<file path="config.mk">
export PLATFORM = sky130hd
export DESIGN_NAME = ppg_channel_sampler_flat
export DESIGN_NICKNAME = d
export VERILOG_FILES = /design/src/rtl/ppg_pkg.sv /design/src/rtl/ppg_channel_sampler_if.sv /design/src/rtl/ppg_win_stats.sv /design/src/rtl/ppg_channel_sampler.sv /design/src/flat_wrapper.sv
export SDC_FILE = /design/constraint.sdc
export NUM_CORES = 1
export LEC_CHECK = 0
export ABC_CLOCK_PERIOD_IN_PS = 2700
export BUFFER_PORTS_ARGS = -buffer_cell sky130_fd_sc_hd__buf_2
export CAP_MARGIN = 20
export CORE_ASPECT_RATIO = 1.2
export CORE_UTILIZATION = 45
export DETAILED_ROUTE_END_ITERATION = 10
export PLACE_DENSITY_LB_ADDON = 0.15
export SETUP_SLACK_MARGIN = 0.15
export SLEW_MARGIN = 20
export SYNTH_ARGS = -nofsm -noshare
export SYNTH_HDL_FRONTEND = slang
export SYNTH_HIERARCHICAL = 1
export SYNTH_SLANG_ARGS = --single-unit
</file>
<file path="constraint.sdc">
create_clock -name CLK -period 2.7 [get_ports CLK]
set_input_delay 0.54 -clock CLK [delete_from_list [all_inputs] [get_ports CLK]]
set_output_delay 0.54 -clock CLK [all_outputs]
set_load 0.01 [all_outputs]
</file>
<file path="src/rtl/ppg_pkg.sv">
`default_nettype none
// +------------------------------------------------------------------+
// | ppg_pkg: shared types for the PPG channel sampler. Rev 1.0        |
// +------------------------------------------------------------------+
package ppg_pkg;

  localparam int ADC_W = 8;

  typedef enum logic [1:0] {
    PH_NONE = 2'd0,
    PH_RED  = 2'd1,
    PH_IR   = 2'd2
  } phase_t;

  typedef enum logic [1:0] {
    ST_IDLE    = 2'd0,
    ST_SETTLE  = 2'd1,
    ST_ACCUM   = 2'd2,
    ST_PUBLISH = 2'd3
  } state_t;

  // Both LEDs on is treated as no valid phase.
  function automatic phase_t decode_phase(input logic red, input logic ir);
    if (red && !ir)      return PH_RED;
    else if (ir && !red) return PH_IR;
    else                 return PH_NONE;
  endfunction

endpackage
`default_nettype wire

</file>
<file path="src/rtl/ppg_channel_sampler_if.sv">
`default_nettype none
// +------------------------------------------------------------------+
// | ppg_channel_sampler_if: ADC/strobe inputs and result outputs.     |
// | Rev 1.0                                                          |
// +------------------------------------------------------------------+
interface ppg_channel_sampler_if;
  logic [7:0] ADC;
  logic       LED_RED;
  logic       LED_IR;
  logic       setting_done;
  logic [7:0] RED_ADC_Value;
  logic [7:0] IR_ADC_Value;
  logic       red_valid;
  logic       ir_valid;
  logic [7:0] red_ac;
  logic [7:0] red_dc;
  logic [7:0] ir_ac;
  logic [7:0] ir_dc;
  logic       win_valid;
  logic [7:0] abort_cnt;

  modport master (
    output ADC, LED_RED, LED_IR, setting_done,
    input  RED_ADC_Value, IR_ADC_Value, red_valid, ir_valid,
           red_ac, red_dc, ir_ac, ir_dc, win_valid, abort_cnt
  );

  modport slave (
    input  ADC, LED_RED, LED_IR, setting_done,
    output RED_ADC_Value, IR_ADC_Value, red_valid, ir_valid,
           red_ac, red_dc, ir_ac, ir_dc, win_valid, abort_cnt
  );
endinterface
`default_nettype wire

</file>
<file path="src/rtl/ppg_win_stats.sv">
`default_nettype none
// +------------------------------------------------------------------+
// | ppg_win_stats: per-channel min/max/count over a window. Rev 1.0   |
// +------------------------------------------------------------------+
module ppg_win_stats
  import ppg_pkg::*;
#(
  parameter int WIN_LEN = 16
) (
  input  logic             CLK,
  input  logic             rst,
  input  logic [ADC_W-1:0] i_sample,
  input  logic             i_sample_valid,
  input  logic             i_clear,
  output logic [ADC_W-1:0] o_min,
  output logic [ADC_W-1:0] o_max,
  output logic [7:0]       o_count,
  output logic             o_full
);

  localparam logic [7:0] c_win_len = 8'(WIN_LEN);

  logic [ADC_W-1:0] r_min;
  logic [ADC_W-1:0] r_max;
  logic [7:0]       r_count;

  assign o_full  = (r_count == c_win_len);
  assign o_min   = r_min;
  assign o_max   = r_max;
  assign o_count = r_count;

  // A full window freezes until the top closes both channels together.
  always_ff @(posedge CLK) begin
    if (rst || i_clear) begin
      r_min   <= '1;
      r_max   <= '0;
      r_count <= '0;
    end else if (i_sample_valid && !o_full) begin
      if (i_sample < r_min) r_min <= i_sample;
      if (i_sample > r_max) r_max <= i_sample;
      r_count <= r_count + 8'd1;
    end
  end

endmodule
`default_nettype wire

</file>
<file path="src/rtl/ppg_channel_sampler.sv">
`default_nettype none
// +------------------------------------------------------------------+
// | ppg_channel_sampler: RED/IR phase averaging and AC/DC windows.    |
// | Rev 1.0                                                          |
// +------------------------------------------------------------------+
module ppg_channel_sampler
  import ppg_pkg::*;
#(
  parameter int SETTLE_CYC = 8,
  parameter int AVG_LOG2   = 3,
  parameter int WIN_LEN    = 16
) (
  input  logic                 CLK,
  input  logic                 rst,
  ppg_channel_sampler_if.slave bus
);

  localparam int                 c_settle_w    = $clog2(SETTLE_CYC + 1);
  localparam logic [c_settle_w-1:0] c_settle_last = c_settle_w'(SETTLE_CYC - 1);
  localparam logic [7:0]         c_win_len     = 8'(WIN_LEN);
  localparam int                 c_sum_w       = ADC_W + AVG_LOG2;

  state_t                r_state;
  phase_t                r_cur_phase;
  phase_t                r_last_phase;
  logic [c_settle_w-1:0] r_settle_cnt;
  logic [AVG_LOG2-1:0]   r_samp_cnt;
  logic [c_sum_w-1:0]    r_sum;

  phase_t             w_phase;
  logic [c_sum_w-1:0] w_sum_next;
  logic [ADC_W-1:0]   w_avg;
  logic               w_pub_red, w_pub_ir, w_close;
  logic [ADC_W-1:0]   w_red_min, w_red_max, w_ir_min, w_ir_max;
  logic [7:0]         w_red_count, w_ir_count;
  logic               w_red_full, w_ir_full;
  logic [ADC_W-1:0]   w_red_ac, w_red_dc, w_ir_ac, w_ir_dc;

  assign w_phase    = decode_phase(bus.LED_RED, bus.LED_IR);
  assign w_sum_next = r_sum + {{AVG_LOG2{1'b0}}, bus.ADC};
  assign w_avg      = r_sum[AVG_LOG2 +: ADC_W];
  assign w_pub_red  = (r_state == ST_PUBLISH) && bus.setting_done
                      && (r_cur_phase == PH_RED) && !w_red_full;
  assign w_pub_ir   = (r_state == ST_PUBLISH) && bus.setting_done
                      && (r_cur_phase == PH_IR) && !w_ir_full;
  assign w_close    = (w_red_count == c_win_len) && (w_ir_count == c_win_len);

  assign w_red_ac = w_red_max - w_red_min;
  assign w_red_dc = w_red_min + (w_red_ac >> 1);
  assign w_ir_ac  = w_ir_max - w_ir_min;
  assign w_ir_dc  = w_ir_min + (w_ir_ac >> 1);

  ppg_win_stats #(.WIN_LEN(WIN_LEN)) u_red_stats (
    .CLK(CLK), .rst(rst), .i_sample(w_avg), .i_sample_valid(w_pub_red),
    .i_clear(w_close), .o_min(w_red_min), .o_max(w_red_max),
    .o_count(w_red_count), .o_full(w_red_full)
  );

  ppg_win_stats #(.WIN_LEN(WIN_LEN)) u_ir_stats (
    .CLK(CLK), .rst(rst), .i_sample(w_avg), .i_sample_valid(w_pub_ir),
    .i_clear(w_close), .o_min(w_ir_min), .o_max(w_ir_max),
    .o_count(w_ir_count), .o_full(w_ir_full)
  );

  always_ff @(posedge CLK) begin
    if (rst) begin
      r_state           <= ST_IDLE;
      r_cur_phase       <= PH_NONE;
      r_last_phase      <= PH_NONE;
      r_settle_cnt      <= '0;
      r_samp_cnt        <= '0;
      r_sum             <= '0;
      bus.RED_ADC_Value <= '0;
      bus.IR_ADC_Value  <= '0;
      bus.red_valid     <= 1'b0;
      bus.ir_valid      <= 1'b0;
      bus.red_ac        <= '0;
      bus.red_dc        <= '0;
      bus.ir_ac         <= '0;
      bus.ir_dc         <= '0;
      bus.win_valid     <= 1'b0;
      bus.abort_cnt     <= '0;
    end else begin
      bus.red_valid <= 1'b0;
      bus.ir_valid  <= 1'b0;
      bus.win_valid <= 1'b0;
      if (w_phase == PH_NONE) r_last_phase <= PH_NONE;

      if (!bus.setting_done) begin
        // An interrupted phase is not resumed; the next LED phase restarts cleanly.
        if ((r_state == ST_SETTLE || r_state == ST_ACCUM) && w_phase == r_cur_phase)
          r_last_phase <= r_cur_phase;
        r_state <= ST_IDLE;
        r_sum   <= '0;
      end else begin
        case (r_state)
          ST_IDLE: begin
            if (w_phase != PH_NONE && w_phase != r_last_phase) begin
              r_cur_phase  <= w_phase;
              r_settle_cnt <= '0;
              r_state      <= ST_SETTLE;
            end
          end
          ST_SETTLE, ST_ACCUM: begin
            if (w_phase != r_cur_phase) begin
              if (bus.abort_cnt != 8'hFF) bus.abort_cnt <= bus.abort_cnt + 8'd1;
              r_sum <= '0;
              if (w_phase != PH_NONE) begin
                r_cur_phase  <= w_phase;
                r_settle_cnt <= '0;
                r_state      <= ST_SETTLE;
              end else begin
                r_state <= ST_IDLE;
              end
            end else if (r_state == ST_SETTLE) begin
              if (r_settle_cnt == c_settle_last) begin
                r_sum      <= '0;
                r_samp_cnt <= '0;
                r_state    <= ST_ACCUM;
              end else begin
                r_settle_cnt <= r_settle_cnt + 1'b1;
              end
            end else begin
              r_sum      <= w_sum_next;
              r_samp_cnt <= r_samp_cnt + 1'b1;
              if (&r_samp_cnt) r_state <= ST_PUBLISH;
            end
          end
          ST_PUBLISH: begin
            if (r_cur_phase == PH_RED) begin
              bus.RED_ADC_Value <= w_avg;
              bus.red_valid     <= 1'b1;
            end else begin
              bus.IR_ADC_Value <= w_avg;
              bus.ir_valid     <= 1'b1;
            end
            r_last_phase <= r_cur_phase;
            r_state      <= ST_IDLE;
          end
          default: r_state <= ST_IDLE;
        endcase
      end

      if (w_close) begin
        bus.red_ac    <= w_red_ac;
        bus.red_dc    <= w_red_dc;
        bus.ir_ac     <= w_ir_ac;
        bus.ir_dc     <= w_ir_dc;
        bus.win_valid <= 1'b1;
      end
    end
  end

endmodule
`default_nettype wire

</file>
<file path="src/flat_wrapper.sv">
// flat-port wrapper written by rule: the top's interface ports become plain ports
module ppg_channel_sampler_flat import ppg_pkg::*;
#(
  parameter int SETTLE_CYC = 8,
  parameter int AVG_LOG2   = 3,
  parameter int WIN_LEN    = 16
)
  (CLK, rst, bus_ADC, bus_LED_RED, bus_LED_IR, bus_setting_done, bus_RED_ADC_Value, bus_IR_ADC_Value, bus_red_valid, bus_ir_valid, bus_red_ac, bus_red_dc, bus_ir_ac, bus_ir_dc, bus_win_valid, bus_abort_cnt);
  ppg_channel_sampler_if bus_i ();
  input  logic CLK;
  input  logic rst;
  input wire logic [$bits(bus_i.ADC)-1:0] bus_ADC;
  input wire logic [$bits(bus_i.LED_RED)-1:0] bus_LED_RED;
  input wire logic [$bits(bus_i.LED_IR)-1:0] bus_LED_IR;
  input wire logic [$bits(bus_i.setting_done)-1:0] bus_setting_done;
  output wire logic [$bits(bus_i.RED_ADC_Value)-1:0] bus_RED_ADC_Value;
  output wire logic [$bits(bus_i.IR_ADC_Value)-1:0] bus_IR_ADC_Value;
  output wire logic [$bits(bus_i.red_valid)-1:0] bus_red_valid;
  output wire logic [$bits(bus_i.ir_valid)-1:0] bus_ir_valid;
  output wire logic [$bits(bus_i.red_ac)-1:0] bus_red_ac;
  output wire logic [$bits(bus_i.red_dc)-1:0] bus_red_dc;
  output wire logic [$bits(bus_i.ir_ac)-1:0] bus_ir_ac;
  output wire logic [$bits(bus_i.ir_dc)-1:0] bus_ir_dc;
  output wire logic [$bits(bus_i.win_valid)-1:0] bus_win_valid;
  output wire logic [$bits(bus_i.abort_cnt)-1:0] bus_abort_cnt;
  assign bus_i.ADC = bus_ADC;
  assign bus_i.LED_RED = bus_LED_RED;
  assign bus_i.LED_IR = bus_LED_IR;
  assign bus_i.setting_done = bus_setting_done;
  assign bus_RED_ADC_Value = bus_i.RED_ADC_Value;
  assign bus_IR_ADC_Value = bus_i.IR_ADC_Value;
  assign bus_red_valid = bus_i.red_valid;
  assign bus_ir_valid = bus_i.ir_valid;
  assign bus_red_ac = bus_i.red_ac;
  assign bus_red_dc = bus_i.red_dc;
  assign bus_ir_ac = bus_i.ir_ac;
  assign bus_ir_dc = bus_i.ir_dc;
  assign bus_win_valid = bus_i.win_valid;
  assign bus_abort_cnt = bus_i.abort_cnt;
  ppg_channel_sampler #(.SETTLE_CYC(SETTLE_CYC), .AVG_LOG2(AVG_LOG2), .WIN_LEN(WIN_LEN)) u_core (.CLK(CLK), .rst(rst), .bus(bus_i));
endmodule
</file>
==> impl_metrics.yaml <==
power:
  power_frac_seq_pct: 42.9
  switching_power_w: 0.00107
  share_clk_of_total_power_pct: 52.7
  power.internal_w: 0.00346
  static_leakage_nw: 4.71
  vdd.ir_drop.worst_mv: 0.419
  combinationalPowerShare_pct: 4.4
  sw_frac_of_total_pct: 23.6
  power_per_cell_area_nw_per_um2: 441
logic_synthesis:
  yosys.cell_types.count: 65
  share_of_the_synthesized_area_in_the_top_cell_type_pct: 33.5
  synth.area.top_cells: "sky130_fd_sc_hd__dfxtp_1, sky130_fd_sc_hd__ha_1, sky130_fd_sc_hd__mux2i_1, sky130_fd_sc_hd__nand2_1, sky130_fd_sc_hd__nor2_1"
  sequential_element_share_of_the_synthesized_area_pct: 33.5
  synth_mux_area_share_pct: 6.16
  syn_inst: 915
  synthAdderAreaFrac_pct: 13.9
  synth_area_per_cell_um2: 8.54
  synth_common_cells: "sky130_fd_sc_hd__dfxtp_1, sky130_fd_sc_hd__nand2_1, sky130_fd_sc_hd__nor2_1"
  synth_top_family_by_area: "simple AND/OR/NAND/NOR gates"
  async_reset_ff_share_pct: 0
  synth_seq_cells: 131
  ys.warnings.count: 6
  synth-main-ff-cell: "sky130_fd_sc_hd__dfxtp_1"
  xor_xnor_share_of_the_synthesized_area_pct: 3.44
  synth.cell_area_um2: 7820
  synth_simple_gate_area_share_pct: 21.2
  synth_compound_area_share_pct: 17.0
  synth_most_common_cell: "sky130_fd_sc_hd__dfxtp_1"
  synth_nets: 1012
  synth_area_leader_cell: "sky130_fd_sc_hd__dfxtp_1"
  synth_enable_flop_cells: 0
worst_hold_path:
  holdCritPathClass: "flop to flop"
clock_tree:
  cts-hold-fix-buffers: 0
  cts.reportedPaths.clkPinSlew_ns: 0.06
  ctsRootBufferMaster: "sky130_fd_sc_hd__clkbuf_16"
  htree_num_levels: 4
  clock_tree.buffer_depth: 2
  tritoncts.num_buffers: 17
  numClockSinks: 131
  tritoncts: "built"
  insertion_delay_ns: 0.43
route:
  via_count: 7097
  antenna_left: 0
  remaining_drc_errors: 0
  wl_per_cell_um: 15.0
  drtPass1Iterations: 5
  detailedRoute.firstIterationViolations: 237
  routed_wirelength_mm: 19.9
  avgViaCountPerCell: 5.35
placement:
  placedCellCount: 1274
  portBuffers: 71
  place_area_um2: 9260
  pre_cts_ws_ns: -0.233
  detailedPlacementHpwl_mm: 14.6
  place_congestion: 0.845
sta:
  hold_violations: 0
  period_needed_ns: 2.90
  timing_worst_slew_pin_value_ns: 0.964
  timing.hold.ws_ns: 0.445
  finalClockSkew_ns: 0.00648
  final.setup.worst_slack_ns: -0.204
  final_max_slew_viol_count: 0
  maxSlewHeadroom_pct: 35.5
  final.period_utilization_pct: 108
  rsz0062_at_grt: "true"
  top_achievable_clock_speed_mhz: 344
  finalSetupViolations: 6
global_route:
  grt-ovfl-total: 0
  grt_use_total_pct: 22.8
  first_pass_grt_wire_length_mm: 32.3
  via_count_of_the_first_global_routing_pass: 6637
  grt_start_max_net_pins: 40
  antenna_found_initial: 0
worst_setup_path:
  critical_path_peak_fanout: 3
  critical-path-top-cell-by-count: "sky130_fd_sc_hd__ha_4"
  arrival_ns: 3.22
  path_delay_family: "compound AO/OA/AOI/OAI gates"
  crit_path_max_incr_delay_ns: 0.37
  cp-end-kind: "flop"
  crit_required_ns: 3.01
  cell_chain_critical_path: "inv_4 > ha_4 > nor2b_4 > o211a_1 > o31a_1 > or3_4 > and2_4 > ha_4 > o21ai_2 > nand2b_1 > o311ai_4 > a2111oi_2 > a311o_1"
  crit_slowest_cell: "sky130_fd_sc_hd__or3_4"
  worstSetupPathType: "flop to flop"
  setup.worst_path.start_class: "flop"
  cp_num_buf_inv: 1
outcome:
  violated_checks: "setup timing"
  status: "finished with violations"
floorplan:
  floorplan.initialDensity_pct: 46.2
  fp.dieH_um: 146
  top_level_ports: 72
  design.die.area_um2: 17900
  rows: 52
  design.core.area_um2: 16900
  die_span_in_x_um: 122
layout:
  share_of_layout_cells_above_drive_strength_1_pct: 28.5
  num-nets-final: 1194
  area_growth_pct: 31.4
  finish.utilization_pct: 60.7
  fin_area_um2: 10300
  instances_no_fill: 1326
  insertedDiodeCount: 0
job:
  drv_cap: 0
==> per-stage QoR <==
stage	TNS (ns)	power, W
2_1_floorplan	-0.334	0.00213
3_3_place_gp	-0.527	0.00218
3_5_place_dp	-0.807	0.00218
4_1_cts	-0.698	0.00458
5_1_grt	-1.59	0.00468
6_report	-0.892	0.00453
==> final timing paths <==
kind	from	end	slack [ns]	depth (start not counted)
setup / recovery	u_core/u_ir_stats/o_min[1]	u_core/bus.ir_dc[7]	-0.20	13
hold / removal	u_core/bus.ir_dc[3]	u_core/bus.ir_dc[3]	0.44	2
setup reg to reg	u_core/u_ir_stats/o_min[1]	u_core/bus.ir_dc[7]	-0.20	13
hold reg to reg	u_core/bus.ir_dc[3]	u_core/bus.ir_dc[3]	0.44	2
==> logic make-up (layout without fill, tap and decap cells) <==
logic type      after synthesis  count (layout)
buf+inv                      97             292
flops                       131             131
fa+ha+maj                    84              84
mux                          48              48
xor+xnor                     29              29
simple gates                340             340
compound gates              186             186
==> layout make-up <==
type / count / area (um2)
Clock inverter: 15 / 180
Fill cell: 1561 / 6640
Multi-Input combinational cell: 687 / 5180
Sequential cell: 131 / 2650
Clock buffer: 17 / 425
Inverter: 68 / 260
Tap cell: 216 / 270
Timing Repair Buffer: 192 / 1310
==> per-layer routing <==
| layer | track usage (%) | vias up | wire [um] |
|---|---|---|---|
| li1 | - | 3629 | - |
| met1 | 28.0 | 3318 | 8980 |
| met2 | 38.9 | 117 | 9860 |
| met3 | 3.91 | 33 | 617 |
| met4 | 9.15 | 0 | 468 |
| met5 | 0 | - | 0 |
==> worst reg2reg max path: cells and delay by family, from the launching register on <==
kind	cells	cell delay, ns
AO/OA/AOI/OAI	6	1.19
AND/OR/NAND/NOR	4	0.77
adder cells (fa/ha/maj)	2	0.44
flip-flops	1	0.35
buffers and inverters	1	0.04
==> cells in the final DEF, fill, tap and decap left out, types with 7 or more instances in the layout <==
master	Yosys	routed
sky130_fd_sc_hd__xor2_1	16	15
sky130_fd_sc_hd__mux2i_1	47	46
sky130_fd_sc_hd__nor3_1	9	7
sky130_fd_sc_hd__nand2b_1	10	10
sky130_fd_sc_hd__a311o_1	7	7
sky130_fd_sc_hd__clkbuf_16	0	17
sky130_fd_sc_hd__nand4_1	17	17
sky130_fd_sc_hd__buf_2	4	71
sky130_fd_sc_hd__ha_1	79	71
sky130_fd_sc_hd__dfxtp_1	131	121
sky130_fd_sc_hd__xnor2_1	11	11
sky130_fd_sc_hd__ha_4	0	7
sky130_fd_sc_hd__nand3_1	12	11
sky130_fd_sc_hd__or3_1	9	7
sky130_fd_sc_hd__buf_4	0	114
sky130_fd_sc_hd__o21a_1	11	11
sky130_fd_sc_hd__a21oi_1	63	56
sky130_fd_sc_hd__o21ai_0	24	16
sky130_fd_sc_hd__inv_1	68	62
sky130_fd_sc_hd__nor2_1	98	97
sky130_fd_sc_hd__and3_1	19	18
sky130_fd_sc_hd__o211ai_1	8	8
sky130_fd_sc_hd__or4_1	8	8
sky130_fd_sc_hd__a21o_1	9	9
sky130_fd_sc_hd__nor4_1	10	10
sky130_fd_sc_hd__nand2_1	106	105
==> power groups by stage <==
stage	registers (W)	clock network [W]	logic, W
6_report	0.00194	0.00239	0.000197
5_1_grt	0.00194	0.00252	0.000218
4_1_cts	0.00194	0.00244	0.000197
3_5_place_dp	0.00199	0	0.000195
3_3_place_gp	0.00199	0	0.000193
2_1_floorplan	0.00199	0	0.000144
==> what timing repair did <==
action	CTS	global route
setup endpoints to repair	15	26
resized for setup	30	35
setup buffers	8	12
cloned	0	0
pin swaps	18	20
==> registers in the layout, summed over array words and instances (netlist names), 3 cells and up <==
name,count
u_core/bus.IR_ADC_Value,8
u_core/bus.RED_ADC_Value,8
u_core/bus.abort_cnt,8
u_core/bus.ir_ac,8
u_core/bus.ir_dc,8
u_core/bus.red_ac,8
u_core/bus.red_dc,8
u_core/r_samp_cnt,3
u_core/r_settle_cnt,4
u_core/r_sum,11
u_core/u_ir_stats/o_count,8
u_core/u_ir_stats/o_max,8
u_core/u_ir_stats/o_min,8
u_core/u_red_stats/o_count,8
u_core/u_red_stats/o_max,8
u_core/u_red_stats/o_min,8
Power figures use the tool's default switching activity.
